**src/rtl/mips_pkg.sv**
```systemverilog
// mips_pkg: shared encodings for the multicycle MIPS controller.
package mips_pkg;
  typedef enum logic [3:0] {
    FETCH, DECODE, MEMADR, MEMRD, MEMWB, MEMWR,
    EXECUTE, ALUWB, BRANCH, ADDIEX, ADDIWB, JUMP
  } state_t;
  localparam logic [5:0] OP_R    = 6'b000000;
  localparam logic [5:0] OP_LW   = 6'b100011;
  localparam logic [5:0] OP_SW   = 6'b101011;
  localparam logic [5:0] OP_BEQ  = 6'b000100;
  localparam logic [5:0] OP_ADDI = 6'b001000;
  localparam logic [5:0] OP_J    = 6'b000010;
  localparam logic [5:0] F_ADD = 6'b100000;
  localparam logic [5:0] F_SUB = 6'b100010;
  localparam logic [5:0] F_AND = 6'b100100;
  localparam logic [5:0] F_OR  = 6'b100101;
  localparam logic [5:0] F_SLT = 6'b101010;
  localparam logic [2:0] ALU_ADD = 3'b010;
  localparam logic [2:0] ALU_SUB = 3'b110;
  localparam logic [2:0] ALU_AND = 3'b000;
  localparam logic [2:0] ALU_OR  = 3'b001;
  localparam logic [2:0] ALU_SLT = 3'b111;
  localparam logic [1:0] AOP_ADD   = 2'b00;
  localparam logic [1:0] AOP_SUB   = 2'b01;
  localparam logic [1:0] AOP_FUNCT = 2'b10;
  localparam logic [1:0] SRCB_B    = 2'b00;
  localparam logic [1:0] SRCB_4    = 2'b01;
  localparam logic [1:0] SRCB_IMM  = 2'b10;
  localparam logic [1:0] SRCB_IMM4 = 2'b11;
  localparam logic [1:0] PC_ALU    = 2'b00;
  localparam logic [1:0] PC_ALUOUT = 2'b01;
  localparam logic [1:0] PC_JUMP   = 2'b10;
endpackage

```
**src/rtl/mc_controller_aludec.sv**
```systemverilog
// aludec: maps aluop and funct to an ALU control code and flags supported functs.
module aludec
  import mips_pkg::*;
(
  input  logic [1:0] aluop,
  input  logic [5:0] funct,
  output logic [2:0] alucontrol,
  output logic       funct_ok
);
  logic [2:0] fctl;
  assign fctl = funct == F_ADD ? ALU_ADD :
                funct == F_SUB ? ALU_SUB :
                funct == F_AND ? ALU_AND :
                funct == F_OR  ? ALU_OR  :
                funct == F_SLT ? ALU_SLT : ALU_ADD;
  assign funct_ok = funct inside {F_ADD, F_SUB, F_AND, F_OR, F_SLT};
  assign alucontrol = aluop == AOP_SUB ? ALU_SUB : aluop == AOP_FUNCT ? fctl : ALU_ADD;
endmodule

```
**src/rtl/mc_controller.sv**
```systemverilog
// mc_controller: multicycle MIPS main FSM with memory-ready stalls and sticky illegal flag.
module mc_controller
  import mips_pkg::*;
(
  input  logic       clk,
  input  logic       reset,
  input  logic [5:0] op,
  input  logic [5:0] funct,
  input  logic       zero,
  input  logic       memready,
  output logic       iord,
  output logic       memwrite,
  output logic       irwrite,
  output logic       regdst,
  output logic       memtoreg,
  output logic       regwrite,
  output logic       alusrca,
  output logic [1:0] alusrcb,
  output logic [1:0] pcsrc,
  output logic [2:0] alucontrol,
  output logic       pcen,
  output logic       illegal
);
  state_t     state, state_d;
  logic [1:0] aluop;
  logic       pcwrite, branch, mw, irw, rw, funct_ok, op_ok;
  aludec u_aludec (.aluop(aluop), .funct(funct), .alucontrol(alucontrol), .funct_ok(funct_ok));
  assign op_ok = op == OP_R ? funct_ok : op inside {OP_LW, OP_SW, OP_BEQ, OP_ADDI, OP_J};
  always_ff @(posedge clk or negedge reset)
    if (!reset) begin
      state   <= FETCH;
      illegal <= 1'b0;
    end else begin
      state <= state_d;
      if (state == DECODE && !op_ok) illegal <= 1'b1;
    end
  always_comb begin
    state_d  = state;
    iord     = 1'b0;
    mw       = 1'b0;
    irw      = 1'b0;
    regdst   = 1'b0;
    memtoreg = 1'b0;
    rw       = 1'b0;
    alusrca  = 1'b0;
    alusrcb  = SRCB_B;
    pcsrc    = PC_ALU;
    aluop    = AOP_ADD;
    pcwrite  = 1'b0;
    branch   = 1'b0;
    case (state)
      FETCH: begin
        alusrcb = SRCB_4;
        irw     = memready;
        pcwrite = memready;
        state_d = memready ? DECODE : FETCH;
      end
      DECODE: begin
        alusrcb = SRCB_IMM4;
        state_d = !op_ok                        ? FETCH   :
                  op == OP_LW || op == OP_SW    ? MEMADR  :
                  op == OP_R                    ? EXECUTE :
                  op == OP_BEQ                  ? BRANCH  :
                  op == OP_ADDI                 ? ADDIEX  : JUMP;
      end
      MEMADR: begin
        alusrca = 1'b1;
        alusrcb = SRCB_IMM;
        state_d = op == OP_SW ? MEMWR : MEMRD;
      end
      MEMRD: begin
        iord    = 1'b1;
        state_d = memready ? MEMWB : MEMRD;
      end
      MEMWB: begin
        memtoreg = 1'b1;
        rw       = 1'b1;
        state_d  = FETCH;
      end
      MEMWR: begin
        iord    = 1'b1;
        mw      = 1'b1;
        state_d = memready ? FETCH : MEMWR;
      end
      EXECUTE: begin
        alusrca = 1'b1;
        aluop   = AOP_FUNCT;
        state_d = ALUWB;
      end
      ALUWB: begin
        regdst  = 1'b1;
        rw      = 1'b1;
        state_d = FETCH;
      end
      BRANCH: begin
        alusrca = 1'b1;
        aluop   = AOP_SUB;
        pcsrc   = PC_ALUOUT;
        branch  = 1'b1;
        state_d = FETCH;
      end
      ADDIEX: begin
        alusrca = 1'b1;
        alusrcb = SRCB_IMM;
        state_d = ADDIWB;
      end
      ADDIWB: begin
        rw      = 1'b1;
        state_d = FETCH;
      end
      JUMP: begin
        pcsrc   = PC_JUMP;
        pcwrite = 1'b1;
        state_d = FETCH;
      end
      default: state_d = FETCH;
    endcase
  end
  // Strobes are masked while reset is held so a waiting access cannot complete.
  assign memwrite = reset & mw;
  assign irwrite  = reset & irw;
  assign regwrite = reset & rw;
  assign pcen     = reset & (pcwrite | (branch & zero));
endmodule

```
**config.mk**
```make
export PLATFORM = sky130hd
export DESIGN_NAME = mc_controller
export DESIGN_NICKNAME = d
export VERILOG_FILES = /design/src/rtl/mips_pkg.sv /design/src/rtl/mc_controller_aludec.sv /design/src/rtl/mc_controller.sv
export SDC_FILE = /design/constraint.sdc
export NUM_CORES = 1
export LEC_CHECK = 0
export ABC_AREA = 1
export ABC_CLOCK_PERIOD_IN_PS = 1550
export BUFFER_PORTS_ARGS = -buffer_cell sky130_fd_sc_hd__buf_2
export CORE_MARGIN = 2
export CORE_UTILIZATION = 46
export CTS_CLUSTER_DIAMETER = 60
export CTS_CLUSTER_SIZE = 40
export DETAILED_ROUTE_END_ITERATION = 6
export MAX_ROUTING_LAYER = met4
export PLACE_DENSITY = 0.78
export SKIP_LAST_GASP = 1
export SYNTH_ARGS = -nofsm -noshare
export SYNTH_HDL_FRONTEND = slang
export SYNTH_HIERARCHICAL = 1
export SYNTH_SLANG_ARGS = --single-unit
```
**constraint.sdc**
```tcl
create_clock -name clk -period 1.55 [get_ports clk]
set_input_delay 0.155 -clock clk [delete_from_list [all_inputs] [get_ports clk]]
set_output_delay 0.155 -clock clk [all_outputs]
set_load 0.05 [all_outputs]
```
==> impl_results.md <==
- CORE AREA: between 0.001 and 0.0015 mm^2
- Num ports: 32
- Num CTS Buffers: 3
- Final WS setup: -279 ps
- P_leak: 0.680 nW
- Initial drt markers: 113
- HP Class: in -> async
- Vias post-DR: 1207
- Port Buffers: 31
- Synthesized net count: 146
- Hold Violations, Final: 0
- Clk sink count: 5
- Crit start category: flip-flop
- Minimum clock period: 1830 ps
- Placed inst area: 971 um^2
- GRT Overall Usage: 0.284
- Gr ovfl total: 0
- Status: complete, but fails checks
- WL/cell: 18.0 um
- Non-Filler Instances: 201
- Initial antenna violation count: 0
- Peak supply drop: 0.764 mV
- Syn_area_per_cell: 5.58 um^2
- Synth cell types: 22
- Largest net degree at the start of global routing: 8
- Setup CP Type: reg -> out
- CTS tree: done
- Max Cap Violations: 0
- First-pass GRT wire length: 4040 um
- Multi-input logic area: a little under 600 um^2
- Relative slew slack: 0.644
- Syn Inst Count: 130
- GPL Wtd Cong: 0.889
- Setup slack at placement: -15.3 ps
- Final Skew: 4.52 ps
- Met1 WL: 1240 um
- Final Cycle Share: 1.18
- Yosys warning count: 6
- Routed WL: 3620 um
- Critical Path RT: 1390 ps
- Area Overhead vs Synth: 77.6%
- Final setup viols: 16
- Pins over their slew limit: 0
- Violated checks: setup timing
- Clk slew on worst S/H paths: 50 ps
- Chip Width: 43.7 um
- Max Freq: 547 MHz
- Highest routed layer: met4
- Nets: 202
- Filler cells: 80
- Rows: 14
- DPL Wire Length: 1800 um
- Antenna Nets Post-Route: 0
- Max Fanout on Critical Path: 5
- Yosys reg bits: 5
- Crit path DAT: about 1700 ps
- Share of layout cells above drive strength 1: 0.514
- RSZ-0062 raised after global routing: yes
- Worst Tran Pin Value: 530 ps
- CTS HTree Levels: 1
- Final instance area: around 0.0013 mm^2
- Seq/Total Area, Yosys: 0.172
- Metal2 WL: 1680 um
- N_diodes: 0
- Clock Root Buffer: clkbuf_4
- CP endpoint kind: primary output
- DP Cell Count: 183
- Routed vias/inst: about 6
- Vias in the first global route: ~1000
- Drt first pass iters: 5
- Reg area: roughly 130 um^2
- Starting Density: 0.487
- PwrDens: 1180 mW/mm^2
- Clk_lat worst skew: 240 ps
- Residual DRC: 0
- WL met3: between 300 and 400 um
- Clock buffer depth: 2
- Die area: between 0.0015 and 0.002 mm^2
- Die H: 43.7 um
- Post-Syn Area: 726 um^2
## repair_timing
action                     CTS  global route
buffers inserted             6             7
hold endpoints to repair     5             0
setup endpoints to repair   12            15
pin swaps                    9             6
gates resized for setup     32            24
hold buffers                 1             0
## through the flow
stage / TNS (ps) / util / total power, W / hold slack [ps]
2_1_floorplan: -239 / - / 0.000756 / -141
3_3_place_gp: 0 / 0.652 / 0.000973 / -11.8
3_5_place_dp: -15.3 / 0.652 / 0.000996 / -5.94
4_1_cts: -533 / 0.776 / 0.00128 / 276
5_1_grt: -2580 / 0.866 / 0.00158 / 301
6_report: -2010 / 0.866 / 0.00152 / 299
## synthesized netlist by cell type
cell | count | area, um^2
nand4_1 | 2 | 12.5
nor4_1 | 1 | 6.26
inv_2 | 5 | 18.8
a31oi_2 | 1 | 12.5
nor2_4 | 3 | 33.8
nor2_1 | 23 | 86.3
inv_1 | 21 | 78.8
o21ai_0 | 1 | 5.00
o22ai_1 | 2 | 12.5
a21boi_1 | 1 | 7.51
nand3_2 | 1 | 10.0
buf_4 | 1 | 7.51
a21oi_1 | 2 | 10.0
nand3_1 | 16 | 80.1
nand4_2 | 1 | 12.5
nand2_1 | 29 | 109
dfrtp_1 | 5 | 125
nor2_2 | 7 | 43.8
o21ai_1 | 3 | 15.0
or2_4 | 2 | 17.5
clkinv_4 | 1 | 8.76
nand2_2 | 2 | 12.5
## where the power goes
group	switching (W)	internal [W]	total [W]
clock	0.0000596	0.0000977	0.000157
sequential	0.0000344	0.000158	0.000193
combinational	0.000742	0.000431	0.00117
## flip-flops by register name, indices dropped and copies added (netlist names)
| signal | cells |
|---|---|
| state | 4 |
| illegal | 1 |
## logic make-up (layout without fill, tap and decap cells)
kind of cell    after synthesis  after routing  share of synthesized area
flops                         5              5                      0.172
buf+inv                      28             83                      0.157
compound gates               10             10                     0.0862
simple gates                 87             87                      0.584
## placed cells by master (no fill, tap or decap), drive strengths merged, types with 2 or more instances in the layout
master,n
o22ai,2
nand4,3
clkbuf,4
dfrtp,5
o21ai,4
nand2,31
nand3,17
or2,2
nor2,33
inv,26
buf,51
a21oi,2
## layout make-up
class	count	share of cell area
Sequential cell	5	0.0971
Multi-Input combinational cell	97	0.461
Clock buffer	4	0.0204
Inverter	27	0.0864
Tap cell	16	0.0155
Timing Repair Buffer	52	0.319
## path summary, 6_finish.rpt
path,startpoint,endpoint,slack (ps),depth (start not counted)
max,state[3]$_DFF_PN0_,pcen,-280,6
min in group clk,memready,state[0]$_DFF_PN0_,310,4
min,reset,illegal$_DFFE_PN0P_,300,2
max in group asynchronous,reset,state[2]$_DFF_PN0_,1090,2
max reg2reg,state[2]$_DFF_PN0_,state[2]$_DFF_PN0_,-150,10
min reg2reg,illegal$_DFFE_PN0P_,illegal$_DFFE_PN0P_,480,2
## worst max-delay path, stage by stage, from the launching register on
cell     delay, ps
dfrtp_1        410
inv_2           80
or2_4          270
nor2_4         220
nand2_2        120
a31oi_4        150
buf_6          180
## routing by layer
layer | vias up | track usage
li1 | 517 | -
met1 | 518 | 0.279
met2 | 127 | 0.538
met3 | 45 | 0.0542
met4 | 0 | 0.109
met5 | - | -
(Power assumes the default switching activity.)
